==> src/rtl/bundle_parser.sv <==
// Parse stage: buffers 60-bit two-slot bundles from fetch and issues at most one
// decoded non-NOP slot per cycle, slot A before slot B.
module bundle_parser #(
  parameter int DEPTH = 4
) (
  input  logic        clock_i,
  input  logic        reset_i,
  input  logic        flush_i,
  input  logic        enable_i,
  input  logic [59:0] data_i,
  input  logic        stall_i,
  output logic        full_o,
  output logic        overflow_o,
  output logic [3:0]  bundleSize_o,
  output logic        valid_o,
  output logic        format_o,
  output logic        branch_o,
  output logic [6:0]  opcode_o,
  output logic [4:0]  primary_o,
  output logic [15:0] secondary_o,
  output logic        slot_o
);

  localparam int PW = (DEPTH > 1) ? $clog2(DEPTH) : 1;
  localparam int CW = PW + 1;
  localparam logic [CW-1:0] DEPTH_C = CW'(DEPTH);
  localparam logic [CW-1:0] FULL_C  = CW'(DEPTH - 1);

  typedef enum logic {SLOT_A = 1'b0, SLOT_B = 1'b1} slot_state_t;

  logic [59:0]   fifo_mem [DEPTH];
  logic [PW-1:0] head_reg, tail_reg;
  logic [CW-1:0] count_reg, count_next;
  slot_state_t   state_reg, state_next;

  logic        valid_reg, format_reg, branch_reg, slot_reg, full_reg, overflow_reg;
  logic [6:0]  opcode_reg;
  logic [4:0]  primary_reg;
  logic [15:0] secondary_reg;
  logic [3:0]  bundle_size_reg;

  logic [59:0] head_bundle;
  logic [29:0] head_slot [2];
  logic [1:0]  head_live, in_live;
  logic [29:0] issue_slot;
  logic        fifo_empty, push, pop, issue, issue_b, clear_valid;

  assign head_bundle = fifo_mem[head_reg];
  assign fifo_empty  = (count_reg == '0);

  // Slot 0 is A (upper half), slot 1 is B; opcode zero marks a NOP
  for (genvar gi = 0; gi < 2; gi++) begin : gen_slot
    assign head_slot[gi] = head_bundle[59-30*gi -: 30];
    assign head_live[gi] = |head_bundle[57-30*gi -: 7];
    assign in_live[gi]   = |data_i[57-30*gi -: 7];
  end

  always_comb begin
    state_next  = state_reg;
    pop         = 1'b0;
    issue       = 1'b0;
    issue_b     = 1'b0;
    clear_valid = 1'b0;
    if (!stall_i) begin
      if (fifo_empty) begin
        clear_valid = 1'b1;
      end else if (state_reg == SLOT_B) begin
        issue      = 1'b1;
        issue_b    = 1'b1;
        pop        = 1'b1;
        state_next = SLOT_A;
      end else if (head_live[0]) begin
        issue = 1'b1;
        if (head_live[1]) state_next = SLOT_B;
        else              pop        = 1'b1;
      end else if (head_live[1]) begin
        issue   = 1'b1;
        issue_b = 1'b1;
        pop     = 1'b1;
      end else begin
        clear_valid = 1'b1;
        pop         = 1'b1;
      end
    end
  end

  // A pop in the same cycle frees the entry a full FIFO needs for this push
  assign push       = enable_i && !flush_i && ((count_reg < DEPTH_C) || pop);
  assign issue_slot = issue_b ? head_slot[1] : head_slot[0];

  always_comb begin
    count_next = count_reg;
    case ({push, pop})
      2'b10:   count_next = count_reg + CW'(1);
      2'b01:   count_next = count_reg - CW'(1);
      default: count_next = count_reg;
    endcase
  end

  always_ff @(posedge clock_i) begin
    if (!reset_i && push) fifo_mem[tail_reg] <= data_i;
  end

  always_ff @(posedge clock_i) begin
    if (reset_i) begin
      head_reg        <= '0;
      tail_reg        <= '0;
      count_reg       <= '0;
      state_reg       <= SLOT_A;
      valid_reg       <= 1'b0;
      format_reg      <= 1'b0;
      branch_reg      <= 1'b0;
      opcode_reg      <= '0;
      primary_reg     <= '0;
      secondary_reg   <= '0;
      slot_reg        <= 1'b0;
      full_reg        <= 1'b0;
      overflow_reg    <= 1'b0;
      bundle_size_reg <= '0;
    end else if (flush_i) begin
      head_reg  <= '0;
      tail_reg  <= '0;
      count_reg <= '0;
      state_reg <= SLOT_A;
      valid_reg <= 1'b0;
      full_reg  <= 1'b0;
    end else begin
      state_reg <= state_next;
      count_reg <= count_next;
      full_reg  <= (count_next >= FULL_C);
      if (push) begin
        tail_reg        <= tail_reg + PW'(1);
        bundle_size_reg <= {3'b000, in_live[0]} + {3'b000, in_live[1]};
      end
      if (pop) head_reg <= head_reg + PW'(1);
      if (enable_i && !push) overflow_reg <= 1'b1;
      if (issue) begin
        valid_reg     <= 1'b1;
        format_reg    <= issue_slot[29];
        branch_reg    <= issue_slot[28];
        opcode_reg    <= issue_slot[27:21];
        primary_reg   <= issue_slot[20:16];
        secondary_reg <= issue_slot[29] ? issue_slot[15:0] : {11'b0, issue_slot[15:11]};
        slot_reg      <= issue_b;
      end else if (clear_valid) begin
        valid_reg <= 1'b0;
      end
    end
  end

  assign full_o       = full_reg;
  assign overflow_o   = overflow_reg;
  assign bundleSize_o = bundle_size_reg;
  assign valid_o      = valid_reg;
  assign format_o     = format_reg;
  assign branch_o     = branch_reg;
  assign opcode_o     = opcode_reg;
  assign primary_o    = primary_reg;
  assign secondary_o  = secondary_reg;
  assign slot_o       = slot_reg;

endmodule
==> config.mk <==
export PLATFORM = sky130hd
export DESIGN_NAME = bundle_parser
export DESIGN_NICKNAME = d
export VERILOG_FILES = /design/src/rtl/bundle_parser.sv
export SDC_FILE = /design/constraint.sdc
export NUM_CORES = 1
export LEC_CHECK = 0
export BUFFER_PORTS_ARGS = -buffer_cell sky130_fd_sc_hd__buf_2
export CAP_MARGIN = 20
export CORE_ASPECT_RATIO = 0.75
export CORE_MARGIN = 8
export CORE_UTILIZATION = 45
export CTS_CLUSTER_DIAMETER = 150
export DETAILED_ROUTE_END_ITERATION = 8
export GPL_TIMING_DRIVEN = 1
export HOLD_SLACK_MARGIN = 0.12
export SYNTH_ARGS = -nofsm -noshare
export SYNTH_HDL_FRONTEND = slang
export SYNTH_SLANG_ARGS = --single-unit
==> constraint.sdc <==
create_clock -name clock_i -period 5.9 [get_ports clock_i]
set_input_delay 1.475 -clock clock_i [delete_from_list [all_inputs] [get_ports clock_i]]
set_output_delay 1.475 -clock clock_i [all_outputs]
set_load 0.02 [all_outputs]
* Yosys cells after proc, flatten, opt, wreduce, memory -nomap -nowiden
Memories as Yosys holds them, arrays and structs flattened. A register that Yosys moved wholly into a read port is not among the register bits. Cells that the tools add are included.
Operators by class: add/subtract/negate cells 5, order comparisons 2, equal/unequal tests 2, multiplexer cells 29, bitwise operators 3, reductions and logical operators 19
Operators with widths (count):
- $mux W30 | 1
- $reduce_or A7 Y1 | 4
- $mux W1 | 24
- $mux W16 | 1
- $reduce_and A2 Y1 | 4
- $pmux W3 S2 | 1
- $add A2 B1 Y2 const B | 2
- $logic_and A1 B1 Y1 | 4
- $mux W2 | 2
- $add A3 B1 Y3 const B | 1
- $ge A3 B2 Y1 const B | 1
- $logic_not A1 Y1 | 3
- $logic_not A3 Y1 | 1
- $lt A3 B3 Y1 const B | 1
- $not A1 Y1 | 3
- $sub A3 B1 Y3 const B | 1
- $add A1 B1 Y2 | 1
- $eq A2 B1 Y1 const B | 1
- $eq A2 B2 Y1 const B | 1
- $reduce_bool A2 Y1 | 1
- $reduce_or A2 Y1 | 1
- $logic_or A1 B1 Y1 | 1
Word-level totals: bits in registers 46, bits in writable memories 240, bits of input ports 65, output and inout bits 38, word-level logic and storage cells 75, memories kept 1
Memories:
- fifo_mem | depth 4, bits a word 60, read ports 1, clocked after Yosys merged registers in 1, write ports 1, line 31 | logic [59:0] fifo_mem [DEPTH];

* Longest topological paths before layout
Gate-level depths: netlist of the first run.
word-level depth 11, gate-level depth with buffers 13

* Least setup slack after synthesis of the first run
No wires, ideal clock.
kind register to register, start reg (tool-made name), end mem fifo_mem[0][0], enable pin, setup time 0.424 ns, arrival 3.938 ns, data required time 5.476 ns, setup slack 1.537 ns, cell stages (with the launch flop) 8, path buffers 1, path through dfxtp_1 buf_6 mux4_2 or4_4 or3_1 a31oi_2 nor2b_1 and2_1
RTL lines (line):
- end: declaration | 31

==> metrics.md, run 1 <==
| Metric | Value |
|---|---|
| Final min period | 4380 ps |
| Status | finished clean |
| Setup TNS | 0 ps |
| Filler Cell Count | 1919 |
| CP Max Fanout | 38 |
| Power Density | 315 nW/um^2 |
| Period utilization | 0.742 |
| Largest net degree at the start of global routing | 39 |
| Max FFs per register | 240 |
| Residual DRC count | 0 |
| Tot Pwr | 0.00403 W |
| Min-Delay Path Class | register to register |
| Vias in the first global route | 5743 |
| Antenna Nets Post-Route | 0 |
| Skew-Pair Late Insertion Delay | 540 ps |
| Worst path max stage delay | 720 ps |
| Final Skew | 19.2 ps |
| Io pins | 103 |
| I/O Buffers | 100 |
| Clock root buffer | clkbuf_16 |
| CTS Hold Bufs | 0 |
| Buf+Inv Stages, Crit Path | 1 |
| Max transition margin | 0.381 |
| P&R area growth vs syn | 16.5% |
| R2R setup slack | 1520 ps |
| Final Hold Fails | 0 |
| Synthesis-stage register bit count | 286 |
| Resized cells post-CTS | 0 |
| Wirelength per Cell | 22.2 um |
| Initial Util | 0.458 |
| Post-detail-place hpwl | 14.9 mm |
| Final wirelength | 22.7 mm |
| Vias per cell | 5.38 |
| Total gr overflow | 0 |
| # nets final | 740 |
| P_leak | 4.20 nW |
| Most common cell after layout, fill and taps aside | edfxtp_1 |
| Placeable Area | 24000 um^2 |
| Worst setup EP type | register |
| Die Y | 151 um |
| TritonCTS Buffers | 28 |
| Gr usage total | 0.154 |
| Worst Max-Slew Pin Slew | 927 ps |
| Final Wtd Congestion | 0.751 |
| Total Die Area | 29700 um^2 |
| Endpoints failing setup | 0 |
| Crit path arrival time | 4590 ps |
| RSZ-0062 raised after global routing | false |
| Synthesized area | 11000 um^2 |
| Initial DRC count | 308 |
| Ant diodes | 0 |
| Yosys warning total | 0 |
| Top cell type's share of synthesized area | 0.657 |
| Delay-heaviest family, CP | simple AND/OR/NAND/NOR gates |
| Post-synth EDFFs | 240 |
| Seq/Total Area, Yosys | 0.741 |
| First-pass GRT wire length | 35.0 mm |
| Worst-path clk slew | 60 ps |
| CP Data Required Time | 6110 ps |
| Cell count after synthesis | 556 |
| Syn avg cell area | 19.7 um^2 |
| CTS Sinks | 286 |
| DRT Pass-1 Iters | 5 |
| Largest Register | fifo_mem |
| Die X | 196 um |
| Worst Setup Start Kind | register |
| Share of cells above drive strength 1 | 0.353 |
| Max cap viols | 0 |
| Max Root-Sink Buffers | 3 |
| Final slew viol count | 0 |
| Row cnt | 49 |
| Worst path cell trace | mux4_2, or4_4, or3_1, a31oi_2, nor2b_1, and2_2, buf_12 |
| CTS tree | done |
| Cell taking the most area after synthesis | edfxtp_1 |
| Max Fclk | 228 MHz |
| Most frequent cells in the layout | 240 x edfxtp_1, 100 x buf_2, 60 x mux4_2 |
| H-tree depth | 1 |
| Via count | 5487 |
| Synth unique cells | 42 |
| Setup CP Type | register to register |
| Post-CTS setup repair buffer count | 0 |
| Synth top area cells | edfxtp_1 66%, mux4_2 12%, dfxtp_1 8.4% |
| Peak supply drop | 250 uV |
| Ys async rst share | 0 |
| Worst path slowest cell | dfxtp_4 |
| Most used DFF post-synth | edfxtp_1 |
| Antenna violations before repair | 0 |
==> where the power goes <==
| part | switching [W] | internal [W] |
|---|---|---|
| Combinational | 0.0000710 | 0.0000445 |
| Clock | 0.000714 | 0.000985 |
| Sequential | 0.00000631 | 0.00221 |
| Total | 0.000791 | 0.00324 |
==> stage by stage <==
stage | setup WS, ps | area (um^2) | utilization | hold slack (ps) | cells
floorplan | 1540 | 11000 | - | 499 | 557
global placement | 1510 | 11900 | 0.496 | 440 | 969
detailed placement | 1470 | 11900 | 0.496 | 440 | 969
CTS | 1450 | 12800 | 0.533 | 449 | 1019
global route | 1180 | 12800 | 0.533 | 483 | 1019
finish | 1520 | 12800 | 0.533 | 451 | 1019
==> final cells by class <==
type | instances | area, um^2 | share of cell area
clock buffers | 36 | 751 | 0.0587
clock inverters | 14 | 135 | 0.0106
inverters | 4 | 15.0 | 0.00117
multi-input cells | 236 | 2690 | 0.211
flip-flops and latches | 286 | 8130 | 0.636
well taps | 331 | 414 | 0.0324
repair buffers | 112 | 641 | 0.0501
==> final timing paths <==
| path | start | to | cells after the start |
|---|---|---|---|
| setup / recovery | register | fifo_mem[0][22] | 7 |
| hold / removal | overflow_o | overflow_o | 2 |
| hold reg to reg | overflow_o | overflow_o | 2 |
| setup reg to reg | register | fifo_mem[0][22] | 7 |
==> synthesized netlist by cell type, types with 4 or more instances <==
| library cell | n |
|---|---|
| edfxtp_1 | 240 |
| mux4_2 | 60 |
| dfxtp_1 | 46 |
| nor2_1 | 31 |
| mux2i_1 | 20 |
| clkbuf_1 | 16 |
| nand2_1 | 12 |
| a32o_1 | 10 |
| a311oi_1 | 9 |
| mux2_4 | 9 |
| o21ai_0 | 9 |
| a211oi_1 | 7 |
| ha_1 | 6 |
| mux2_2 | 6 |
| nand2b_1 | 6 |
| and2_1 | 5 |
| buf_1 | 5 |
| buf_2 | 5 |
| nor3_1 | 5 |
| o22ai_1 | 5 |
| a21oi_1 | 4 |
| inv_1 | 4 |
| nor4_1 | 4 |
| xnor2_1 | 4 |
==> per-layer routing <==
layer,routed length (um),up-vias,part of all wire,track usage
li1,-,2491,-,-
met1,10600,2814,0.47,0.215
met2,10500,156,0.46,0.248
met3,1290,26,0.057,0.0337
met4,325,0,0.014,0.0299
met5,0,-,0,0
==> worst reg2reg max path, delay by kind of cell, from the launching register on <==
family                 cells  cell delay [ps]
muxes                      1              610
buffers and inverters      1              360
DFF                        1              720
AOI/OAI and AO/OA          1              440
and+or+nand+nor            4             1920
==> cell families (layout without fill, tap and decap cells) <==
group | after synthesis | after routing | share of synthesized area
compound gates | 50 | 50 | 0.0367
xor+xnor | 5 | 5 | 0.00399
fa+ha+maj | 7 | 7 | 0.00867
buf+inv | 35 | 166 | 0.0149
flops | 286 | 286 | 0.741
mux | 95 | 95 | 0.160
other cells | 1 | 2 | 0.000342
simple gates | 77 | 77 | 0.0343
No activity file was read; power rests on OpenSTA's default activity.
==> run 2: changes to the inputs <==
--- a/config.mk
+++ b/config.mk
@@ -5,6 +5,7 @@
 export SDC_FILE = /design/constraint.sdc
 export NUM_CORES = 1
 export LEC_CHECK = 0
+export ABC_AREA = 1
 export BUFFER_PORTS_ARGS = -buffer_cell sky130_fd_sc_hd__buf_2
 export CAP_MARGIN = 20
 export CORE_ASPECT_RATIO = 0.75
==> constraint.sdc (replaced) <==
create_clock -name clock_i -period 4.3 [get_ports clock_i]
set_input_delay 1.075 -clock clock_i [delete_from_list [all_inputs] [get_ports clock_i]]
set_output_delay 1.075 -clock clock_i [all_outputs]
set_load 0.02 [all_outputs]
==> run 2 against run 1 <==
  * First-iteration DRC count is 120% higher
  * Sequential share of layout area is 1.4 points lower
  * Clock skew is 2.7 ps lower
  * Clock power is 45% higher
==> metrics.md, run 2 <==
| Metric | Value |
|---|---|
| Dpl cells | 1352 |
| Yosys warning total | 0 |
| DRT Pass-1 Iters | 5 |
| RSZ-0062 raised after global routing | false |
| Worst-path clk slew | 70 ps |
| Worst setup EP type | register |
| Design Area, Final | 13100 um^2 |
| # nets final | 1115 |
| Post-detail-place hpwl | 16.6 mm |
| Most common cell after layout, fill and taps aside | edfxtp_1 |
| Synth top area cells | edfxtp_1 64%, dfxtp_1 8.2%, nand2_1 5.9% |
| Die X | 199 um |
| Setup TNS | 0 ps |
| CP Max Fanout | 39 |
| Total Die Area | 30400 um^2 |
| Total gr overflow | 0 |
| Count leader, synth | edfxtp_1 |
| CTS tree | done |
| Synthesis-stage register bit count | 286 |
| Clock root buffer | clkbuf_16 |
| Synth unique cells | 33 |
| Wirelength per Cell | 19.7 um |
| Synthesized area | 11300 um^2 |
| Most frequent cells in the layout | 240 x edfxtp_1, 177 x nand2_1, 119 x nor2_1 |
| Io pins | 103 |
| Most used DFF post-synth | edfxtp_1 |
| Share of cells above drive strength 1 | 0.162 |
| Final Hold Fails | 0 |
| Residual DRC count | 0 |
| Max FFs per register | 240 |
| Worst setup path end | full_o |
| Largest net degree at the start of global routing | 62 |
| Gr usage total | 0.181 |
| Post-Synth XOR/XNOR Area | 0.00155 |
| Simple-Gate Fraction of Synth Area | 0.141 |
| Dpl ws | 533 ps |
| Resized cells post-CTS | 0 |
| Compound-gate portion of the synthesized area | 0.0941 |
| Final min period | 3780 ps |
| Endpoints failing setup | 0 |
| Max Fclk | 265 MHz |
| Max transition margin | 0.536 |
| Placeable Area | 24800 um^2 |
| Worst Setup Start Kind | register |
| Vias in the first global route | 7324 |
| Reg-to-reg endpoint | full_o |
| Cell taking the most area after synthesis | edfxtp_1 |
| Final Skew | 16.5 ps |
| Top cell type's share of synthesized area | 0.639 |
| Max cap viols | 0 |
| Crit path arrival time | 4240 ps |
| PnR worst setup slack | 522 ps |
| Post-synth EDFFs | 240 |
| Seq/Total Area, Yosys | 0.721 |
| First-pass GRT wire length | 43.1 mm |
| Die Y | 153 um |
| Syn avg cell area | 11.8 um^2 |
| R2R setup slack | 520 ps |
| Status | finished clean |
| TritonCTS Buffers | 27 |
| Setup CP Type | register to register |
| Min-Delay Path Class | register to register |
| Area after DPL | 12200 um^2 |
| Largest family of logic cells by synthesized area | simple AND/OR/NAND/NOR gates |
| P&R area growth vs syn | 15.9% |
| Antenna violations before repair | 0 |
| Row cnt | 50 |
| Initial Util | 0.455 |
| Via count | 7550 |
| Power Density | 434 nW/um^2 |
| Largest Register | fifo_mem |
| H-tree depth | 1 |
| R2R depth | 17 |
| I/O Buffers | 100 |
| Fin util | 0.528 |
| Worst Max-Slew Pin Slew | 695 ps |
| Period utilization | 0.879 |
| Initial DRC count | 685 |
| CTS Hold Bufs | 0 |
| Peak supply drop | 321 uV |
| P_leak | 4.81 nW |
| Vias per cell | 5.39 |
| Max Root-Sink Buffers | 3 |
| Ys async rst share | 0 |
| Non-filler cells, final | 1401 |
| CTS Sinks | 286 |
| Final Wtd Congestion | 0.817 |
| Final wirelength | 27.6 mm |
| Mux cell area share after synthesis | 0.000888 |
| Antenna Nets Post-Route | 0 |
| Skew-Pair Late Insertion Delay | 530 ps |
| Final slew viol count | 0 |
| Post-Synth Adder-Cell Area | 0.00843 |
| Cell count after synthesis | 955 |
| CP Data Required Time | 4770 ps |
| Synth top cells by count | 240 x edfxtp_1, 177 x nand2_1, 119 x nor2_1 |
| Ant diodes | 0 |
| Post-CTS setup repair buffer count | 0 |
-- run 2: kinds of logic (layout without fill, tap and decap cells) --
| family | Yosys count | in the layout |
|---|---|---|
| muxes | 1 | 1 |
| DFF | 286 | 286 |
| AOI/OAI and AO/OA | 196 | 196 |
| adders and majority gates | 7 | 7 |
| xor gates and xnor gates | 2 | 2 |
| and+or+nand+nor | 380 | 380 |
| buffers and inverters | 82 | 189 |
| other | 1 | 2 |
-- run 2: routing by layer --
layer / vias to the layer above / share of wire / global-route usage
met5: - / 0 / 0
met4: 0 / 0.013 / 0.0317
met3: 32 / 0.077 / 0.0342
met2: 268 / 0.44 / 0.271
met1: 3666 / 0.47 / 0.272
li1: 3584 / - / -
-- run 2: final cells by class --
cell class,count,area (um^2)
clock buffers,37,753
clock inverters,12,170
fillers,2178,11700
inverters,24,92.6
multi-input cells,588,2830
flip-flops and latches,286,8130
well taps,338,423
repair buffers,116,671
-- run 2: worst min path at each step --
stage | start | to | slack (ps) | cells past startpoint
2_1_floorplan | tail_reg[1] | tail_reg[1] | 490 | 2
3_3_place_gp | overflow_o | overflow_o | 450 | 1
3_5_place_dp | overflow_o | overflow_o | 450 | 1
4_1_cts | secondary_o[7] | secondary_o[7] | 470 | 2
5_1_grt | secondary_o[7] | secondary_o[7] | 490 | 2
6_report | secondary_o[7] | secondary_o[7] | 460 | 2
-- run 2: report_power, final --
part | switching [W] | internal (W) | leakage [nW]
Clock | 0.00101 | 0.00147 | 0.445
Combinational | 0.000110 | 0.0000481 | 1.83
Sequential | 0.00000914 | 0.00303 | 2.54
-- run 2: per-stage QoR --
step	power (W)	hold WS [ps]
CTS	0.00571	466
floorplan	0.00317	490
global placement	0.00325	448
finish	0.00567	462
global route	0.00584	487
detailed placement	0.00326	453
-- run 2: critical path, cell delays in order, from the launching register on --
cell,delay [ps]
dfxtp_4,550
clkinv_2,500
nand2_1,190
nand3_1,120
nand2_1,110
nand2_1,50
nor2_1,100
nand2_1,110
nand3_1,110
nand2_1,90
nand2_1,140
nand2_1,350
ha_1,400
fa_1,490
inv_1,30
o21ai_0,180
nand2_1,70
o21ai_0,60
==> run 3: changes to the inputs <==
--- a/config.mk
+++ b/config.mk
@@ -5,7 +5,6 @@
 export SDC_FILE = /design/constraint.sdc
 export NUM_CORES = 1
 export LEC_CHECK = 0
-export ABC_AREA = 1
 export BUFFER_PORTS_ARGS = -buffer_cell sky130_fd_sc_hd__buf_2
 export CAP_MARGIN = 20
 export CORE_ASPECT_RATIO = 0.75
==> run 3 against run 2 <==
  * Utilization rose by 1.0 points
  * Sequential cell count did not move
  * Combinational power barely moved
  * Power fell by 2.0%
  * Cell area fell by 1.4%
  * Clock-buffer cell count rose by 7
  * Highest routed layer is now met5
==> metrics.md, run 3 (synthesized netlist as in run 1, its figures left out) <==
| Metric | Value |
|---|---|
| CP Max Fanout | 17 |
| Worst Max-Slew Pin Slew | 596 ps |
| Setup TNS | 0 ps |
| Largest Register | fifo_mem |
| Largest net degree at the start of global routing | 49 |
| Clock root buffer | clkbuf_16 |
| Delay-heaviest family, CP | adder cells |
| Power Density | 431 nW/um^2 |
| Setup CP Type | register to register |
| Max FFs per register | 240 |
| Worst Setup Start Kind | register |
| DRT Pass-1 Iters | 4 |
| # nets final | 753 |
| R2R setup slack | 570 ps |
| Ant diodes | 0 |
| Most common cell after layout, fill and taps aside | edfxtp_1 |
| Vias in the first global route | 5876 |
| Max Fclk | 268 MHz |
| P&R area growth vs syn | 17.6% |
| Buf+Inv Stages, Crit Path | 2 |
| Crit path arrival time | 4190 ps |
| Die Y | 151 um |
| Most frequent cells in the layout | 240 x edfxtp_1, 100 x buf_2, 60 x mux4_2 |
| P_leak | 4.27 nW |
| Placeable Area | 24000 um^2 |
| Worst-path clk slew | 60 ps |
| CTS tree | done |
| Max transition margin | 0.599 |
| Post-detail-place hpwl | 14.9 mm |
| Worst path max stage delay | 570 ps |
| Register area | 8130 um^2 |
| Max Root-Sink Buffers | 3 |
| Final slew viol count | 0 |
| WHS Endpoint | overflow_o |
| Skew-Pair Late Insertion Delay | 530 ps |
| Period utilization | 0.867 |
| Hold Path Depth | 2 |
| Io pins | 103 |
| I/O Buffers | 100 |
| Initial DRC count | 328 |
| Filler Cell Count | 1924 |
| Wirelength per Cell | 21.6 um |
| Final Hold Fails | 0 |
| Share of cells above drive strength 1 | 0.366 |
| Worst path slowest cell | mux4_2 |
| Gr usage total | 0.153 |
| Antenna Nets Post-Route | 0 |
| Status | finished clean |
| Die X | 196 um |
| Peak supply drop | 391 uV |
| Final Wtd Congestion | 0.737 |
| Row cnt | 49 |
| Tot Pwr | 0.00556 W |
| RSZ-0062 raised after global routing | false |
| Antenna violations before repair | 3 |
| CTS Hold Bufs | 0 |
| Combined area of the multi-input logic cells | 2690 um^2 |
| Total gr overflow | 0 |
| Endpoints failing setup | 0 |
| Worst path cell trace | buf_4, mux4_2, nor3_1, a21oi_1, a31oi_2, inv_1, ha_1, fa_1, mux2i_1, or3_1, o21ai_0 |
| TritonCTS Buffers | 28 |
| Worst setup EP type | register |
| Final min period | 3730 ps |
| Max cap viols | 0 |
| WHS | 443 ps |
| R2R depth | 11 |
| Initial Util | 0.458 |
| H-tree depth | 1 |
| Non-filler cells, final | 1034 |
| Min-Delay Path Class | register to register |
| Residual DRC count | 0 |
| Total Die Area | 29700 um^2 |
| Final Skew | 16.8 ps |
| Post-CTS setup repair buffer count | 0 |
| Min-Delay Startpoint | overflow_o |
| Resized cells post-CTS | 0 |
| Vias per cell | 5.32 |
| Dpl cells | 982 |
| Final wirelength | 22.4 mm |
| Reg-to-reg endpoint | full_o |
| CTS Sinks | 286 |
| First-pass GRT wire length | 35.0 mm |
| Via count | 5499 |
| CP Data Required Time | 4760 ps |
[run 3: worst min-delay path: cells and delay by family, from the launching register on]
family	cells	cell delay, ps
flip-flops	1	310
buffers and inverters	1	40
AO/OA/AOI/OAI	1	50
[run 3: worst max-delay path by stage]
stage / startpoint / to / depth (start not counted)
5_1_grt: register / full_o / 11
4_1_cts: register / full_o / 11
3_5_place_dp: register / full_o / 11
6_report: register / full_o / 11
2_1_floorplan: register / fifo_mem[0][0] / 7
3_3_place_gp: register / full_o / 11
[run 3: final cells by class]
class	count	share of cell area
well taps	331	0.0321
multi-input cells	236	0.209
flip-flops and latches	286	0.631
clock inverters	8	0.00572
inverters	4	0.00116
repair buffers	125	0.0572
clock buffers	44	0.0645
[run 3: metal layers]
metal / share of wire / global-route usage
met5: 0.0018 / 0
met4: 0.014 / 0.0265
met3: 0.057 / 0.0346
met2: 0.46 / 0.243
met1: 0.47 / 0.217
[run 3: metrics by stage]
stage                util  instance area, um^2  setup slack, ps
global placement    0.500                12000              566
detailed placement  0.500                12000              546
finish              0.538                12900              570
CTS                 0.538                12900              513
global route        0.538                12900              220
floorplan               -                11000              591
[run 3: power breakdown]
part / switching (W) / total, W / leakage, nW / internal (W)
Combinational: 0.0000956 / 0.000159 / 1.29 / 0.0000632
Sequential: 0.00000897 / 0.00304 / 2.54 / 0.00303
Clock: 0.000971 / 0.00236 / 0.440 / 0.00139
